### src/rtl/otter_pipe_pkg.sv
// Shared types and helpers for the OTTER pipeline hazard logic.
// Defines the scoreboard entry record, the x0 constant and the forward-select width.
package otter_pipe_pkg;

    localparam int SB_AW = 5;

    typedef struct packed {
        logic             v;
        logic [SB_AW-1:0] rd;
        logic             wr;
        logic             ld;
    } sb_entry_t;

    localparam logic [SB_AW-1:0] REG_X0 = '0;

    function automatic int fwd_w(input int depth);
        return $clog2(depth + 1);
    endfunction

endpackage

### src/rtl/otter_sat_counter.sv
// Saturating up-counter used for pipeline performance statistics.
// Ports: CLK, RST (sync, active-low), inc (count enable), count (current value).
module otter_sat_counter #(
    parameter int W = 32
) (
    input  logic         CLK,
    input  logic         RST,
    input  logic         inc,
    output logic [W-1:0] count
);

    logic [W-1:0] cnt_q;
    logic [W-1:0] cnt_d;

    always_comb begin
        cnt_d = cnt_q;
        if (inc && (cnt_q != '1)) begin
            cnt_d = cnt_q + W'(1);
        end
    end

    always_ff @(posedge CLK) begin
        if (!RST) begin
            cnt_q <= '0;
        end else begin
            cnt_q <= cnt_d;
        end
    end

    assign count = cnt_q;

endmodule

### src/rtl/otter_hazard_scoreboard.sv
// Hazard control beside decode: scoreboard of in-flight writers, stall/flush, forward selects.
// Ports: CLK/RST, id_* decode fields, ex_flush; stall, flush_ifid, fwd_sel_a/b, stall_cnt, flush_cnt.
module otter_hazard_scoreboard
    import otter_pipe_pkg::*;
#(
    parameter int DEPTH  = 3,
    parameter int REG_AW = 5,
    parameter bit FWD_EN = 1'b1,
    parameter int CNT_W  = 32
) (
    input  logic                      CLK,
    input  logic                      RST,
    input  logic                      id_valid,
    input  logic [REG_AW-1:0]         id_rs1,
    input  logic [REG_AW-1:0]         id_rs2,
    input  logic                      id_use_rs1,
    input  logic                      id_use_rs2,
    input  logic [REG_AW-1:0]         id_rd,
    input  logic                      id_regwrite,
    input  logic                      id_is_load,
    input  logic                      ex_flush,
    output logic                      stall,
    output logic                      flush_ifid,
    output logic [fwd_w(DEPTH)-1:0]   fwd_sel_a,
    output logic [fwd_w(DEPTH)-1:0]   fwd_sel_b,
    output logic [CNT_W-1:0]          stall_cnt,
    output logic [CNT_W-1:0]          flush_cnt
);

    localparam int FW = fwd_w(DEPTH);
    // Entries that still hazard without forwarding: everything but WB.
    localparam logic [DEPTH-1:0] PRE_WB = {DEPTH{1'b1}} >> 1;

    sb_entry_t        sb_q [DEPTH];
    sb_entry_t        sb_d [DEPTH];
    logic [FW-1:0]    sel_a_q;
    logic [FW-1:0]    sel_a_d;
    logic [FW-1:0]    sel_b_q;
    logic [FW-1:0]    sel_b_d;
    logic [DEPTH-1:0] m_a;
    logic [DEPTH-1:0] m_b;
    logic             hz;
    logic             enter;

    function automatic logic hit(
        input sb_entry_t         e,
        input logic [REG_AW-1:0] rs,
        input logic              en
    );
        return en && e.v && e.wr &&
               (e.rd == SB_AW'(rs)) &&
               (SB_AW'(rs) != REG_X0);
    endfunction

    always_comb begin
        m_a = '0;
        m_b = '0;
        for (int k = 0; k < DEPTH; k++) begin
            m_a[k] = hit(sb_q[k], id_rs1, id_use_rs1);
            m_b[k] = hit(sb_q[k], id_rs2, id_use_rs2);
        end
    end

    // With forwarding only a load still in EX is too late; without it
    // anything short of WB (write-before-read regfile) must wait.
    always_comb begin
        hz = 1'b0;
        if (FWD_EN) begin
            hz = (m_a[0] | m_b[0]) & sb_q[0].ld;
        end else begin
            hz = |((m_a | m_b) & PRE_WB);
        end
    end

    assign stall      = id_valid & hz & ~ex_flush;
    assign flush_ifid = ex_flush;
    assign enter      = id_valid & ~stall & ~ex_flush;

    // Youngest producer wins: scan oldest to youngest, last hit sticks.
    always_comb begin
        sel_a_d = '0;
        sel_b_d = '0;
        for (int k = DEPTH - 1; k >= 0; k--) begin
            if (m_a[k]) sel_a_d = FW'(k + 1);
            if (m_b[k]) sel_b_d = FW'(k + 1);
        end
        if (!enter || !FWD_EN) begin
            sel_a_d = '0;
            sel_b_d = '0;
        end
    end

    always_comb begin
        sb_d[0] = '0;
        if (enter) begin
            sb_d[0].v  = 1'b1;
            sb_d[0].rd = SB_AW'(id_rd);
            sb_d[0].wr = id_regwrite;
            sb_d[0].ld = id_is_load;
        end
        for (int k = 1; k < DEPTH; k++) begin
            sb_d[k] = sb_q[k-1];
        end
    end

    always_ff @(posedge CLK) begin
        if (!RST) begin
            for (int k = 0; k < DEPTH; k++) begin
                sb_q[k] <= '0;
            end
            sel_a_q <= '0;
            sel_b_q <= '0;
        end else begin
            for (int k = 0; k < DEPTH; k++) begin
                sb_q[k] <= sb_d[k];
            end
            sel_a_q <= sel_a_d;
            sel_b_q <= sel_b_d;
        end
    end

    assign fwd_sel_a = sel_a_q;
    assign fwd_sel_b = sel_b_q;

    otter_sat_counter #(.W(CNT_W)) u_stall_cnt (
        .CLK   (CLK),
        .RST   (RST),
        .inc   (stall),
        .count (stall_cnt)
    );

    otter_sat_counter #(.W(CNT_W)) u_flush_cnt (
        .CLK   (CLK),
        .RST   (RST),
        .inc   (ex_flush),
        .count (flush_cnt)
    );

endmodule

### config.mk
export PLATFORM = sky130hd
export DESIGN_NAME = otter_hazard_scoreboard
export DESIGN_NICKNAME = d
export VERILOG_FILES = /design/src/rtl/otter_pipe_pkg.sv /design/src/rtl/otter_sat_counter.sv /design/src/rtl/otter_hazard_scoreboard.sv
export SDC_FILE = /design/constraint.sdc
export NUM_CORES = 1
export LEC_CHECK = 0
export CAP_MARGIN = 15
export CORE_ASPECT_RATIO = 0.75
export CORE_MARGIN = 4
export CORE_UTILIZATION = 53
export CTS_BUF_LIST = sky130_fd_sc_hd__clkbuf_8
export DETAILED_ROUTE_END_ITERATION = 7
export GPL_TIMING_DRIVEN = 0
export HOLD_SLACK_MARGIN = 0.03
export PLACE_DENSITY = 0.82
export SETUP_SLACK_MARGIN = 0.1
export SLEW_MARGIN = 10
export SYNTH_ARGS = -nofsm -noshare
export SYNTH_HDL_FRONTEND = slang
export SYNTH_SLANG_ARGS = --single-unit
### constraint.sdc
create_clock -name CLK -period 2.5 [get_ports CLK]
set_input_delay 0.25 -clock CLK [delete_from_list [all_inputs] [get_ports CLK]]
set_output_delay 0.25 -clock CLK [all_outputs]
set_load 0.03 [all_outputs]
Word level (Yosys, flattened, before mapping)
Memory sizes are Yosys's and may differ from the RTL's.
Index checks and enable logic that the tools add are counted.

storage, ports and cells
  bits in registers = 68
  bits in latches = 0
  RAM bits = 24
  ROM bits = 0
  input bits = 23
  word-level logic and storage cells = 73
  memories = 1

memory list
  name  words  width  read ports  clocked after memory_dff  wr ports  line                           RTL
  sb_q  3      8      3           0                         3         otter_hazard_scoreboard.sv:34  sb_entry_t sb_q [DEPTH];

cells by class
  $add $sub $neg = 2
  $mul = 0
  divide/modulo/power cells = 0
  magnitude comparators = 0
  equality and inequality tests = 8
  shifts and indexed selects = 0
  mux-type cells = 12
  bitwise logic cells = 13
  reduce and logical (&&, ||, !) cells = 31

operator list
  operator                 count
  $add A32 B1 Y32 const B  2
  $ne A32 B32 Y1 const B   2
  $mux W8                  4
  $eq A5 B5 Y1             6
  $logic_and A1 B1 Y1      26
  $reduce_bool A5 Y1       2
  $mux W2                  4
  $reduce_or A3 Y1         2
  $and A1 B1 Y1            5
  $mux W1                  4
  $not A1 Y1               4
  $or A1 B1 Y1             4
  $reduce_and A2 Y1        1

Depth between registers and ports, before layout
An unclocked memory read counts as a cell.

  word-level depth = 14
  gate-level depth with buffers = 9
  gate-level depth less buffers = 7

Modules after synthesis
Synthesis repeated with hierarchy kept, for this count alone.

second synthesis, totals
  cell total of the unflattened synthesis = 515
  area, all modules = 4613.2 µm²

modules (own cells, without submodules)
  module                   times used  cells an instance  area each (µm²)  seq. area each (µm²)
  otter_sat_counter        2           200                1704.1           640.6
  otter_hazard_scoreboard  1           115                1204.9           520.5

Worst setup path after synthesis
No wires, ideal clock.

  path kind = register -> register
  from = reg u_stall_cnt.cnt_q[0] (netlist: u_stall_cnt.count[0])
  to = reg u_stall_cnt.cnt_q[3] (netlist: u_stall_cnt.count[3])
  library setup time = 0.070 ns
  arrival time = 2.197 ns
  required time = 2.430 ns
  setup slack = 0.233 ns
  cell stages (with the launch flop) = 10
  clock period less this slack = 2.267 ns
  cell sequence = dfxtp_1 > ha_1 > nand4_1 > nor3_2 > nand4_1 > nor2_2 > buf_4 > buf_2 > o31ai_1 > a21oi_1

on the way
  longest elaborated chain between the ends = 2
  elaborated cells between the ends (all ways) = 3
  classes of those cells = add/sub (1); eq/ne (1); reduce/logical (1)

ends and longest elaborated chain
  element                                                  line                     RTL
  from (decl)                                              otter_sat_counter.sv:12  logic [W-1:0] cnt_q;
  from (signal assigned)                                   otter_sat_counter.sv:26  cnt_q <= cnt_d;
  branches (longest 2 deep; another with $add A32 B1 Y32)  n/a

Several ways; the timed one is not identified.
A chain may end at the register's enable or synchronous reset.

Final worst setup path
  from = in id_rs1[0]
  to = out stall

on the way
  longest elaborated chain between the ends = 7
  elaborated cells between the ends (all ways) = 8
  classes of those cells = eq/ne (1); bitwise (4); reduce/logical (3)

ends and longest elaborated chain
  element                         line                           RTL
  from (decl)                     otter_hazard_scoreboard.sv:14  input logic [REG_AW-1:0] id_rs1,
  $eq A5 B5 Y1                    otter_hazard_scoreboard.sv:51  (e.rd == SB_AW'(rs)) &&
  $logic_and A1 B1 Y1             otter_hazard_scoreboard.sv:50  return en && e.v && e.wr &&
  $logic_and A1 B1 Y1 (*)         otter_hazard_scoreboard.sv:51
  $or A1 B1 Y1 (*)                otter_hazard_scoreboard.sv:69  hz = (m_a[0] | m_b[0]) & sb_q[0].ld;
  $and A1 B1 Y1 (*)               otter_hazard_scoreboard.sv:69
  $and A1 B1 Y1 (*) (2 in a row)  otter_hazard_scoreboard.sv:75  assign stall = id_valid & hz & ~ex_flush;
  to (decl)                       otter_hazard_scoreboard.sv:22  output logic stall,

Every way passes the cells marked *; elsewhere a longest branch is shown, timed or not.

==> metrics.cfg <==
[synthesis]
async_reset_ff_share_pct=0
yosys_warnings=0
yosysTopAreaCell=dfxtp_1
synth_edf_count=0
synth.area.top_cells=dfxtp_1 40%, xnor2_1 8.4%, or4_1 4.2%, nand3_1 4.1%, and2_1 3.6%
synth_top_area_share_pct=40.1
yosysSeqAreaShare_pct=40.1
synthFlopType=dfxtp_1
synth_common_cells=90 x dfxtp_1, 43 x xnor2_1, 42 x nor2_1
synth_cell_type_count=58
synth.avg_cell_area_um2=9.05
post-synth-top-count-cell=dfxtp_1
netlist_instances=497
syn-num-nets=522
synth_area_um2=4500
ys_ff_latch=90

[clock_tree]
clock_latency_ps=360
cts_buffer_depth=2
clk_pin_slew_ps=70
cts_tree=yes
htree_levels=3
clock_sinks=90
cts_buffers=9
root_buffer=clkbuf_8

[route]
dr_total_vias=4332
postRouteAntennaNets=0
via_per_inst=6.05
first_pass_iters=6
drc=0
drt-initial-drc-count=354
drt_wl_total_um=12000
avgRoutedWirePerCell_um=16.8

[placed_design]
placed_area_um2=5550
dp_hpwl_um=9030
gp_congestion=0.880
port-buffer-count=92
post-place-ws_ps=-726

[global_route]
grt_max_degree=13
grt_usage_pct=24.4
grt_pass1_vias=4104
grt_pass1_wl_um=19600
grt.overflow.total=0
antenna_found_initial=0

[layout]
stdcell_area_um2=5780
area_growth_pct=28.5
nets=633
final_util_pct=71.7
insertedDiodeCount=0
drive_above_1_share_pct=10.1

[worst_setup_path]
cp.required_ps=2250
cp_slowest_cell=or4_4
path_common_cell=buf_6
endpoint_kind=output port
crit_chain=dlygate4sd2_1 -> or4_4 -> o21ai_4 -> nor3_4 -> o211ai_4 -> buf_6 -> buf_6 -> inv_1 -> buf_2
crit_arrival_ps=2100
crit_type=in -> out
crit_fanout=10
slowest_delay_ps=560
critPathLaunchType=input pin

[die]
die_h_um=87.8
row_count=28
die_area_um2=10000
die_w_um=114
initial_utilization_pct=55.8
boundaryPins=93
core_area_um2=8060

[power_and_ir_drop]
peakVddDrop_v=0.000268
p_per_area_nw_per_um2=425
leakage_nw=1.92
power_mw=2.46

[timing]
slew_headroom_pct=55.5
setup_ws_ps=146
final_hold_viol_count=0
max_freq_mhz=425
drv_slew=0
tightest_slew_ps=661
fin_crit_ps=2350
setup_tns_ps=0
finalSetupViolations=0
finClkSkew_ps=8.85
period_share_pct=94.2
rsz0062_at_grt=no

[hold_path]
worst_hold_path_type=in -> reg

[status]
status=complete, no violations

[run]
drv_cap=0

==> worst paths after layout <==
kind	from	to	slack [ps]	cells past startpoint
worst max-delay path	id_rs1[0]	stall	150	9
worst min-delay path	id_rd[1]	sb_q[0][3]	450	2
worst max register to register	u_stall_cnt.count[0]	u_stall_cnt.count[3]	250	10
worst min register to register	sb_q[0][7]	sb_q[0][15]	490	1
==> where the power goes <==
group | leakage (nW) | internal, mW | total (mW) | switching, mW
Combinational | 1.10 | 0.0713 | 0.156 | 0.0850
Clock | 0.0932 | 0.364 | 0.849 | 0.485
Sequential | 0.726 | 1.44 | 1.45 | 0.0113
==> state kept, by name (all words and copies together) (netlist names) <==
register,count
u_flush_cnt.count,32
u_stall_cnt.count,32
sb_q,22
fwd_sel_a,2
fwd_sel_b,2
==> worst max-delay path, delay by kind of cell <==
family | cells | cell delay [ps]
compound gates | 2 | 400
simple gates | 2 | 650
buf+inv | 5 | 800
==> cell usage in the layout, fill, tap and decap left out, types with 14 or more instances in the layout <==
master	instances
nand2_1	25
o31ai_1	20
nand4_1	25
or4_1	24
xnor2_1	43
and2_1	26
nor2_1	41
nand3_1	37
clkdlybuf4s50_1	81
xor2_1	14
a21oi_1	28
dfxtp_1	90
==> per-layer routing <==
metal	GRT usage, %	wire, um	up-vias
li1	-	-	2043
met1	32.7	5340	2054
met2	38.7	5560	211
met3	6.35	959	24
met4	7.77	176	0
met5	0	0	-
==> final cells by class <==
cell class | instances | area [um2]
multi-input combinational | 376 | 2550
timing repair buffer | 100 | 956
inverter | 9 | 35.0
tap | 105 | 131
clock inverter | 4 | 15.0
sequential | 90 | 1800
fill | 651 | 2280
clock buffer | 10 | 138
buffer | 22 | 151
==> metrics by stage <==
stage	hold WS, ps	instances
floorplan	372	497
global placement	466	694
detailed placement	473	694
CTS	438	712
global route	450	716
finish	450	716
==> timing repair <==
action	CTS	global route
endpoints found under the hold margin	0	0
hold buffers	0	0
setup endpoints to repair	29	39
pin swaps	4	5
gates resized for setup	19	10
setup buffers	4	4
==> logic make-up (layout without fill, tap and decap cells) <==
group	count (synthesis)	after routing	share of synthesized area (%)
AND/OR/NAND/NOR	239	239	31.8
buffers and inverters	31	145	4.12
XOR/XNOR	57	57	11.1
adder cells (fa/ha/maj)	2	2	0.556
flip-flops	90	90	40.1
AO/OA/AOI/OAI	73	73	11.3
multiplexers	5	5	1.11
Note: power is estimated with default switching activity, not from simulation.
